===== src/rtl/amba_pkg.sv =====
// Shared AHB definitions: bus widths, instruction word layout and transfer enums.
package amba_pkg;

  localparam int DWIDTH = 32;
  localparam int AWIDTH = 32;

  // Instruction word, MSB first: {hwrite, hsize[2:0], htrans[1:0], addr, data}
  localparam int IWIDTH     = DWIDTH + AWIDTH + 6;
  localparam int ADDR_LSB   = DWIDTH;
  localparam int HTRANS_LSB = DWIDTH + AWIDTH;
  localparam int HSIZE_LSB  = HTRANS_LSB + 2;
  localparam int HWRITE_POS = HSIZE_LSB + 3;

  typedef enum logic [1:0] {
    IDLE   = 2'b00,
    BUSY   = 2'b01,
    NONSEQ = 2'b10,
    SEQ    = 2'b11
  } htrans_t;

  typedef enum logic [2:0] {
    HSIZE_BYTE  = 3'b000,
    HSIZE_HALF  = 3'b001,
    HSIZE_WORD  = 3'b010,
    HSIZE_DWORD = 3'b011
  } hsize_t;

endpackage


===== src/rtl/amba_req_arbiter_picker.sv =====
// Combinational round-robin picker: first asserted request after last_i, with wrap.
module amba_rr_picker #(
  parameter int NREQ = 4,
  parameter int LW   = 2
) (
  input  logic [NREQ-1:0] req_i,
  input  logic [LW-1:0]   last_i,
  output logic [NREQ-1:0] gnt_o,
  output logic [LW-1:0]   idx_o,
  output logic            any_o
);

  logic [LW-1:0] cand;
  logic          found;

  // Walk the ring starting one past the previous winner; the first hit wins.
  always_comb begin
    gnt_o = '0;
    idx_o = '0;
    cand  = '0;
    found = 1'b0;
    for (int k = 1; k <= NREQ; k++) begin
      cand = LW'((int'(last_i) + k) % NREQ);
      if (!found && req_i[cand]) begin
        found       = 1'b1;
        gnt_o[cand] = 1'b1;
        idx_o       = cand;
      end
    end
    any_o = found;
  end

endmodule


===== src/rtl/amba_req_arbiter.sv =====
// Round-robin arbiter sharing one amba_master port between NREQ requesters.
// Holds the grant across bursts and routes data-phase responses to the issuer.
//
// Handshake: a requester's instruction transfers on a rising edge where
// req_valid[i] and req_ready[i] are both high; req_ready is combinational
// (grant & amba_en & instr_rd), so the requester advances on that same edge.
module amba_req_arbiter
  import amba_pkg::*;
#(
  parameter int NREQ   = 4,
  parameter int DWIDTH = amba_pkg::DWIDTH,
  parameter int AWIDTH = amba_pkg::AWIDTH,
  parameter int IWIDTH = DWIDTH + AWIDTH + 6
) (
  input  logic                   clk,
  input  logic                   rst_n,
  input  logic [NREQ-1:0]        req_valid,
  input  logic [NREQ-1:0]        req_last,
  input  logic [NREQ*IWIDTH-1:0] req_instr,
  output logic [NREQ-1:0]        req_ready,
  output logic [IWIDTH-1:0]      amba_instr,
  output logic                   amba_en,
  input  logic                   instr_rd,
  input  logic                   amba_wr_flg,
  input  logic [DWIDTH-1:0]      amba_slv_data,
  input  logic [AWIDTH-1:0]      amba_slv_addr,
  output logic [NREQ-1:0]        grant,
  output logic [NREQ-1:0]        rsp_valid,
  output logic [DWIDTH-1:0]      rsp_data,
  output logic [AWIDTH-1:0]      rsp_addr,
  output logic [NREQ-1:0]        wdone,
  output logic                   busy
);

  localparam int LW = (NREQ > 1) ? $clog2(NREQ) : 1;
  // Field positions follow the package layout, shifted if the widths are overridden.
  localparam int SHIFT    = (DWIDTH + AWIDTH) - (amba_pkg::DWIDTH + amba_pkg::AWIDTH);
  localparam int TRANS_HI = HTRANS_LSB + SHIFT + 1;
  localparam int WR_BIT   = HWRITE_POS + SHIFT;

  logic              lock_q, lock_d;
  logic [LW-1:0]     owner_q, owner_d;
  logic [LW-1:0]     last_grant_q, last_grant_d;
  logic              dp_valid_q, dp_valid_d;
  logic              dp_write_q, dp_write_d;
  logic [LW-1:0]     dp_owner_q, dp_owner_d;
  logic [NREQ-1:0]   rsp_valid_q, rsp_valid_d;
  logic [DWIDTH-1:0] rsp_data_q, rsp_data_d;
  logic [AWIDTH-1:0] rsp_addr_q, rsp_addr_d;
  logic [NREQ-1:0]   wdone_q, wdone_d;

  logic [NREQ-1:0]   pick_gnt;
  logic [LW-1:0]     pick_idx;
  logic              pick_any;

  logic [LW-1:0]     sel;
  logic [NREQ-1:0]   grant_w;
  logic              granted;
  logic [IWIDTH-1:0] sel_instr;
  logic              accept;

  amba_rr_picker #(
    .NREQ (NREQ),
    .LW   (LW)
  ) u_picker (
    .req_i  (req_valid),
    .last_i (last_grant_q),
    .gnt_o  (pick_gnt),
    .idx_o  (pick_idx),
    .any_o  (pick_any)
  );

  // A locked burst owner keeps the port even while its req_valid is low.
  always_comb begin
    grant_w = '0;
    if (lock_q) begin
      sel              = owner_q;
      grant_w[owner_q] = 1'b1;
      granted          = 1'b1;
    end else begin
      sel     = pick_idx;
      grant_w = pick_gnt;
      granted = pick_any;
    end
  end

  assign sel_instr  = req_instr[int'(sel)*IWIDTH +: IWIDTH];
  assign amba_en    = granted & req_valid[sel];
  assign amba_instr = granted ? sel_instr : '0;
  assign accept     = amba_en & instr_rd;
  assign req_ready  = accept ? grant_w : '0;

  // Next state: arbitration on accept, data-phase tracking and responses on hready.
  always_comb begin
    lock_d       = lock_q;
    owner_d      = owner_q;
    last_grant_d = last_grant_q;
    dp_valid_d   = dp_valid_q;
    dp_write_d   = dp_write_q;
    dp_owner_d   = dp_owner_q;
    rsp_valid_d  = '0;
    wdone_d      = '0;
    rsp_data_d   = rsp_data_q;
    rsp_addr_d   = rsp_addr_q;

    if (accept) begin
      last_grant_d = sel;
      owner_d      = sel;
      lock_d       = ~req_last[sel];
    end

    if (instr_rd) begin
      // IDLE/BUSY beats (htrans[1]=0) never open a data phase.
      dp_valid_d = accept & sel_instr[TRANS_HI];
      if (accept) begin
        dp_write_d = sel_instr[WR_BIT];
        dp_owner_d = sel;
      end
      if (dp_valid_q && !dp_write_q && amba_wr_flg) begin
        rsp_valid_d[dp_owner_q] = 1'b1;
        rsp_data_d              = amba_slv_data;
        rsp_addr_d              = amba_slv_addr;
      end
      if (dp_valid_q && dp_write_q) begin
        wdone_d[dp_owner_q] = 1'b1;
      end
    end
  end

  // State registers; reset drops any in-flight data phase.
  always_ff @(posedge clk or negedge rst_n) begin
    if (!rst_n) begin
      lock_q       <= 1'b0;
      owner_q      <= '0;
      last_grant_q <= LW'(NREQ - 1);
      dp_valid_q   <= 1'b0;
      dp_write_q   <= 1'b0;
      dp_owner_q   <= '0;
      rsp_valid_q  <= '0;
      rsp_data_q   <= '0;
      rsp_addr_q   <= '0;
      wdone_q      <= '0;
    end else begin
      lock_q       <= lock_d;
      owner_q      <= owner_d;
      last_grant_q <= last_grant_d;
      dp_valid_q   <= dp_valid_d;
      dp_write_q   <= dp_write_d;
      dp_owner_q   <= dp_owner_d;
      rsp_valid_q  <= rsp_valid_d;
      rsp_data_q   <= rsp_data_d;
      rsp_addr_q   <= rsp_addr_d;
      wdone_q      <= wdone_d;
    end
  end

  assign grant     = grant_w;
  assign rsp_valid = rsp_valid_q;
  assign rsp_data  = rsp_data_q;
  assign rsp_addr  = rsp_addr_q;
  assign wdone     = wdone_q;
  assign busy      = lock_q | dp_valid_q;

endmodule

===== config.mk =====
export PLATFORM = sky130hd
export DESIGN_NAME = amba_req_arbiter
export DESIGN_NICKNAME = d
export VERILOG_FILES = /design/src/rtl/amba_pkg.sv /design/src/rtl/amba_req_arbiter_picker.sv /design/src/rtl/amba_req_arbiter.sv
export SDC_FILE = /design/constraint.sdc
export NUM_CORES = 1
export LEC_CHECK = 0
export ABC_AREA = 1
export CORE_AREA = 2 2 196 198
export DETAILED_ROUTE_END_ITERATION = 6
export DIE_AREA = 0 0 198 200
export PLACE_DENSITY_LB_ADDON = 0.05
export SYNTH_ARGS = -nofsm -noshare
export SYNTH_HDL_FRONTEND = slang
export SYNTH_SLANG_ARGS = --single-unit

===== constraint.sdc =====
create_clock -name clk -period 4.95 [get_ports clk]
set_input_delay 0.495 -clock clk [delete_from_list [all_inputs] [get_ports clk]]
set_output_delay 0.495 -clock clk [all_outputs]
set_load 0.01 [all_outputs]

==> flow_summary.json, run 1 <==
{
  "hold_path.class": "in -> async",
  "cts_setup_buffers": 0,
  "finalMaxSlewViolations": 0,
  "synth_edf_count": 0,
  "critPathLaunch": "last_grant_q[0]$_DFFE_PN1P_",
  "drt_first_pass_iters": 6,
  "die_area_um2": 39600,
  "ys_async_sr_fraction": 1.00,
  "coreArea_um2": 37400,
  "multi_input_area_um2": 3870,
  "ir_drop_mv": 0.737,
  "totalWireLength_um": 35800,
  "io_buffers": 507,
  "initial_utilization": 0.171,
  "critPathMaxStageDelay_ps": 720,
  "tns_ps": 0,
  "seq_area_um2": 1980,
  "layout_min_cycle_time_ps": 4480,
  "avgSynthCellArea_um2": 7.21,
  "fp-row-count": 71,
  "drive_gt1_frac": 0.0882,
  "fin_ws_ps": 471,
  "insertion_delay_ps": 340,
  "stdcell_area_um2": 12200,
  "ant_nets": 0,
  "setup_viol": 0,
  "required_ps": 4450,
  "r2r-start": "last_grant_q[0]$_DFFE_PN1P_",
  "cts_buffers": 9,
  "cts_resized": 0,
  "htree_levels": 3,
  "dpl-instance-area_um2": 11800,
  "total_power_uw": 10100,
  "r2r_slack_ps": 1830,
  "cp_common_cell": "nand3_1",
  "critPathArrivalTime_ps": 3980,
  "syn_nets": 1249,
  "netlist_instances": 885,
  "timing.fmax_ghz": 0.223,
  "grt_pass1_wl_um": 51500,
  "num_vias": 8080,
  "critPathKind": "reg -> out",
  "ys_seq_area_frac": 0.310,
  "p_leak_uw": 0.00519,
  "grt_max_degree": 147,
  "ioPinCount": 508,
  "startpoint_type": "register",
  "endpoint": "amba_instr[60]",
  "run_status": "finished clean",
  "gp_congestion": 0.869,
  "tightest_slew_ps": 970,
  "crit_chain": "inv_2 -> ha_1 -> inv_1 -> nand3_2 -> nand2_2 -> inv_2 -> nand2_2 -> nand3_1 -> nand2_4 -> buf_12 -> nand3_1 -> nand3_1 -> and3_1 -> clkdlybuf4s50_1",
  "critPathSlowestCell": "dfstp_2",
  "grt_overflow_total": 0,
  "grt_pass1_vias": 8220,
  "root_buffer": "clkbuf_16",
  "nNetsFinal": 1697,
  "drc": 0,
  "syn_area_um2": 6380,
  "p_per_area_nw_per_um2": 831,
  "n_fill_cell": 4083,
  "timing.slew.headroom": 0.353,
  "grt_util_all_layers": 0.173,
  "drt-wirelength-per-cell_um": 19.3,
  "worstPathMaxFanout": 145,
  "clock_skew_ps": 5.16,
  "cts.sinks": 79,
  "die_x_um": 198,
  "finalHoldViolations": 0,
  "max-clock-path-buffers": 2,
  "rr_worst_depth": 16,
  "drv_cap": 0,
  "ys_ff_latch": 79,
  "via_per_inst": 4.35,
  "dieHeight_um": 200,
  "yosysWarnings": 0,
  "antenna_found_initial": 11,
  "syn2layout_area_growth_pct": 90.9,
  "post-route-period-util": 0.905,
  "dpl_worst_slack_ps": 763,
  "synth-main-ff-cell": "dfrtp_1",
  "synth_cell_types": 29,
  "endpoint_kind": "output pin",
  "drt_iter0_markers": 358,
  "dp_hpwl_um": 27100,
  "cts_tree": "done",
  "timing.rr.end": "dp_write_q$_DFFE_PN0P_",
  "rsz0062_at_grt": "no",
  "hold_buffers": 0,
  "clkTransAtPathRegs_ps": 60
}
-- cell families (layout without fill, tap and decap cells) --
| kind of cell | Yosys count | count (layout) | synth area share |
|---|---|---|---|
| other | 0 | 10 | 0 |
| buffers and inverters | 109 | 562 | 0.0894 |
| multiplexers | 64 | 64 | 0.113 |
| adder cells (fa/ha/maj) | 8 | 8 | 0.0157 |
| flip-flops | 79 | 79 | 0.310 |
| AO/OA/AOI/OAI | 17 | 17 | 0.0159 |
| AND/OR/NAND/NOR | 608 | 608 | 0.456 |
-- sequential cells by signal, summed over array words and instances, names as in the netlist --
| register | cells |
|---|---|
| wdone | 4 |
| rsp_addr | 32 |
| last_grant_q | 2 |
| dp_write_q | 1 |
| lock_q | 1 |
| rsp_data | 32 |
| dp_valid_q | 1 |
| owner_q | 2 |
| rsp_valid | 4 |
-- where the power goes --
part	total (uW)	internal, uW	switching, uW
combinational	8290	3940	4350
sequential	1100	938	166
clock	738	448	289
-- critical path, delay by kind of cell, from the launching register on --
| family | cells | cell delay (ps) |
|---|---|---|
| adders and majority gates | 1 | 350 |
| DFF | 1 | 720 |
| and+or+nand+nor | 8 | 1050 |
| buffers and inverters | 5 | 1200 |
-- layer usage --
metal  up-vias  global-route usage  share of wire
li1       3937                   -              -
met1      3840               0.188           0.39
met2       281               0.322           0.53
met3        22              0.0534          0.067
met4         0              0.0512          0.014
met5         -                   0              0
-- how the worst min path moves through the flow --
| stage | to | slack [ps] | cells past startpoint |
|---|---|---|---|
| 2_1_floorplan | dp_valid_q$_DFFE_PN0P_ | 200 | 0 |
| 3_3_place_gp | rsp_data[1]$_DFFE_PN0P_ | 490 | 1 |
| 3_5_place_dp | rsp_addr[6]$_DFFE_PN0P_ | 490 | 1 |
| 4_1_cts | rsp_valid[0]$_DFF_PN0_ | 130 | 1 |
| 5_1_grt | rsp_valid[0]$_DFF_PN0_ | 130 | 1 |
| 6_report | rsp_data[1]$_DFFE_PN0P_ | 110 | 1 |
-- cells in the mapped netlist, types with 7 or more instances --
cell / n / area (um^2)
buf_6: 11 / 124
buf_1: 9 / 33.8
buf_4: 11 / 82.6
and3_1: 69 / 432
inv_1: 25 / 93.8
nand3_2: 7 / 70.1
nand2_1: 212 / 796
buf_2: 30 / 150
nand3_1: 292 / 1460
clkbuf_1: 20 / 75.1
dfrtp_1: 77 / 1930
nor2_1: 13 / 48.8
ha_1: 8 / 100
mux2_2: 64 / 721
-- placed cells by master, fill, tap and decap left out, types with 7 or more instances in the layout --
cell type	instances
clkdlybuf4s50_1	506
nand3_1	292
nand2_1	209
dfrtp_1	77
and3_1	69
mux2_2	64
inv_1	24
nor2_1	13
diode_2	10
clkbuf_16	9
ha_1	8
nand3_2	7
buf_12	7
-- layout make-up --
type | instances | share of cell area
antenna | 10 | 0.00205
clock inverter | 7 | 0.00832
inverter | 28 | 0.00862
tap | 511 | 0.0525
sequential | 79 | 0.162
clock buffer | 9 | 0.0185
multi-input combinational | 697 | 0.317
timing repair buffer | 518 | 0.430
-- per-stage QoR --
step / utilization / cells / hold WS (ps)
floorplan: - / 885 / 199
global placement: 0.316 / 1833 / 485
detailed placement: 0.316 / 1833 / 491
CTS: 0.325 / 1849 / 127
global route: 0.326 / 1857 / 135
finish: 0.326 / 1859 / 113
Note: power is estimated with default switching activity, not from simulation.
==> inputs of run 2 (changes only) <==
- ABC_AREA: 1 -> default
- CORE_AREA: 2 2 196 198 -> 2 2 199 201
- DIE_AREA: 0 0 198 200 -> 0 0 201 203
==> flow_summary.json, run 2 <==
{
  "run_status": "finished clean",
  "synth-xor-area-share": 0,
  "totalWireLength_um": 33300,
  "tns_ps": 0,
  "final_util": 0.304,
  "fin_ws_ps": 321,
  "synth_edf_count": 0,
  "synthMuxAreaShare": 0.388,
  "crit_chain": "inv_1 -> ha_1 -> or4b_4 -> a41oi_4 -> o31ai_2 -> a31oi_4 -> buf_12 -> mux2i_1 -> o22ai_1 -> clkdlybuf4s50_1",
  "drt_first_pass_iters": 5,
  "ir_drop_mv": 0.317,
  "required_ps": 4450,
  "critPathTopFamily": "compound AO/OA/AOI/OAI gates",
  "drt_iter0_markers": 190,
  "final_common_cell": "clkdlybuf4s50_1",
  "clock_skew_ps": 9.38,
  "synth_adder_area_share": 0.0172,
  "yosysWarnings": 0,
  "worst-path-buf-inv": 3,
  "hold_start": "rsp_addr[29]$_DFFE_PN0P_",
  "cts_buffers": 9,
  "mostFrequentLayoutCells": "506 x clkdlybuf4s50_1, 146 x mux2i_1, 77 x dfrtp_1, 68 x o22ai_1, 64 x mux2_2",
  "rsz0062_at_grt": "no",
  "synth_top_area_share": 0.331,
  "setup_viol": 0,
  "avgSynthCellArea_um2": 11.1,
  "cp.depth": 10,
  "critPathSlowestCell": "clkdlybuf4s50_1",
  "via_per_inst": 4.04,
  "finalMaxSlewViolations": 0,
  "synth_compound_area_frac": 0.120,
  "grt_pass1_wl_um": 46300,
  "antenna_found_initial": 6,
  "finalHoldViolations": 0,
  "dp_hpwl_um": 27700,
  "grt_overflow_total": 0,
  "drt-wirelength-per-cell_um": 21.7,
  "fp-row-count": 72,
  "initial_utilization": 0.151,
  "synth-main-ff-cell": "dfrtp_1",
  "drive_gt1_frac": 0.110,
  "p_per_area_nw_per_um2": 630,
  "layout_min_cycle_time_ps": 4630,
  "synth_cell_types": 54,
  "ys_ff_latch": 79,
  "syn_nets": 887,
  "ys_top_cells_by_area": "dfrtp_1 33%, mux2i_1 25%, mux2_2 12%",
  "n_fill_cell": 4108,
  "gp_congestion": 0.839,
  "dieHeight_um": 203,
  "critPathMaxStageDelay_ps": 630,
  "syn2layout_area_growth_pct": 101,
  "hold_end": "rsp_addr[29]$_DFFE_PN0P_",
  "hold_path.class": "reg -> reg",
  "synth_common_cells": "146 x mux2i_1, 77 x dfrtp_1, 68 x o22ai_1",
  "seq_area_um2": 1980,
  "cts_resized": 0,
  "clkTransAtPathRegs_ps": 70,
  "timing.fmax_ghz": 0.216,
  "syn_area_um2": 5820,
  "synth_area_leader_cell": "dfrtp_1",
  "r2r_slack_ps": 1550,
  "yosysMostFrequentCell": "mux2i_1",
  "grt_pass1_vias": 6646,
  "ioPinCount": 508,
  "synth_top_family_by_area": "multiplexers",
  "p_leak_uw": 0.00489,
  "multi_input_area_um2": 3440,
  "endpoint_kind": "output pin",
  "ant_nets": 0,
  "cts_tree": "done",
  "max-clock-path-buffers": 2,
  "timing.slew.headroom": 0.350,
  "drc": 0,
  "die_area_um2": 40800,
  "netlist_instances": 523,
  "ys_async_sr_fraction": 1.00,
  "grt_max_degree": 70,
  "htree_levels": 3,
  "num_vias": 6205,
  "root_buffer": "clkbuf_16",
  "io_buffers": 507,
  "nNetsFinal": 1372,
  "dpl_worst_slack_ps": 211,
  "startpoint_type": "register",
  "synth-simple-area-share": 0.0604,
  "critPathKind": "reg -> out",
  "cts.sinks": 79,
  "coreArea_um2": 38500,
  "rr_worst_depth": 10,
  "post-route-period-util": 0.935,
  "critPathArrivalTime_ps": 4130,
  "ys_seq_area_frac": 0.340,
  "grt_util_all_layers": 0.156,
  "die_x_um": 201,
  "hold_path_depth": 1,
  "drv_cap": 0,
  "tightest_slew_ps": 975,
  "worstPathMaxFanout": 43,
  "whs_ps": 502,
  "r2r-start": "last_grant_q[0]$_DFFE_PN1P_",
  "insertion_delay_ps": 350,
  "timing.rr.end": "dp_write_q$_DFFE_PN0P_"
}
[run 2: routing by layer]
metal / vias to the layer above / wire, um / GRT usage
met1: 2917 / 12400 / 0.166
met3: 23 / 2890 / 0.0592
met4: 4 / 566 / 0.0415
met2: 289 / 17400 / 0.286
met5: - / 27 / 0
li1: 2972 / - / -
[run 2: final cells by class]
class | count | area share
well taps | 518 | 0.0555
multi-input cells | 385 | 0.295
repair buffers | 525 | 0.452
diodes | 5 | 0.00107
inverters | 8 | 0.00257
clock inverters | 7 | 0.00525
clock buffers | 9 | 0.0193
flip-flops and latches | 79 | 0.169
[run 2: what timing repair did]
action,CTS,global route
setup buffers,0,3
endpoints found under the hold margin,10,0
hold buffers,1,0
setup endpoints to repair,0,1
[run 2: where the power goes]
group          switching (uW)  leakage (uW)  internal, uW
Combinational            2590       0.00379          3000
Clock                     305      0.000135           350
Sequential                170      0.000971           938
Total                    3060       0.00489          4290
[run 2: through the flow]
stage	power (uW)	instance area, um^2	instances
2_1_floorplan	4160	5820	523
3_3_place_gp	6820	11400	1511
3_5_place_dp	6770	11400	1511
4_1_cts	7480	11600	1528
5_1_grt	7840	11700	1534
6_report	7350	11700	1536
[run 2: kinds of logic (layout without fill, tap and decap cells)]
family | count (synthesis) | in the layout
compound gates | 101 | 101
flops | 79 | 79
mux | 215 | 215
buf+inv | 59 | 549
fa+ha+maj | 8 | 8
other cells | 0 | 5
simple gates | 61 | 61
[run 2: how the worst max path moves through the flow]
stage / start / endpoint / slack [ps]
after floorplan: last_grant_q[0]$_DFFE_PN1P_ / amba_instr[40] / 1140
after global placement: req_valid[2] / amba_instr[28] / 270
after detailed placement: req_valid[2] / amba_instr[28] / 210
after CTS: last_grant_q[0]$_DFFE_PN1P_ / amba_instr[28] / 100
after global routing: last_grant_q[0]$_DFFE_PN1P_ / amba_instr[69] / 110
final: last_grant_q[0]$_DFFE_PN1P_ / amba_instr[28] / 320
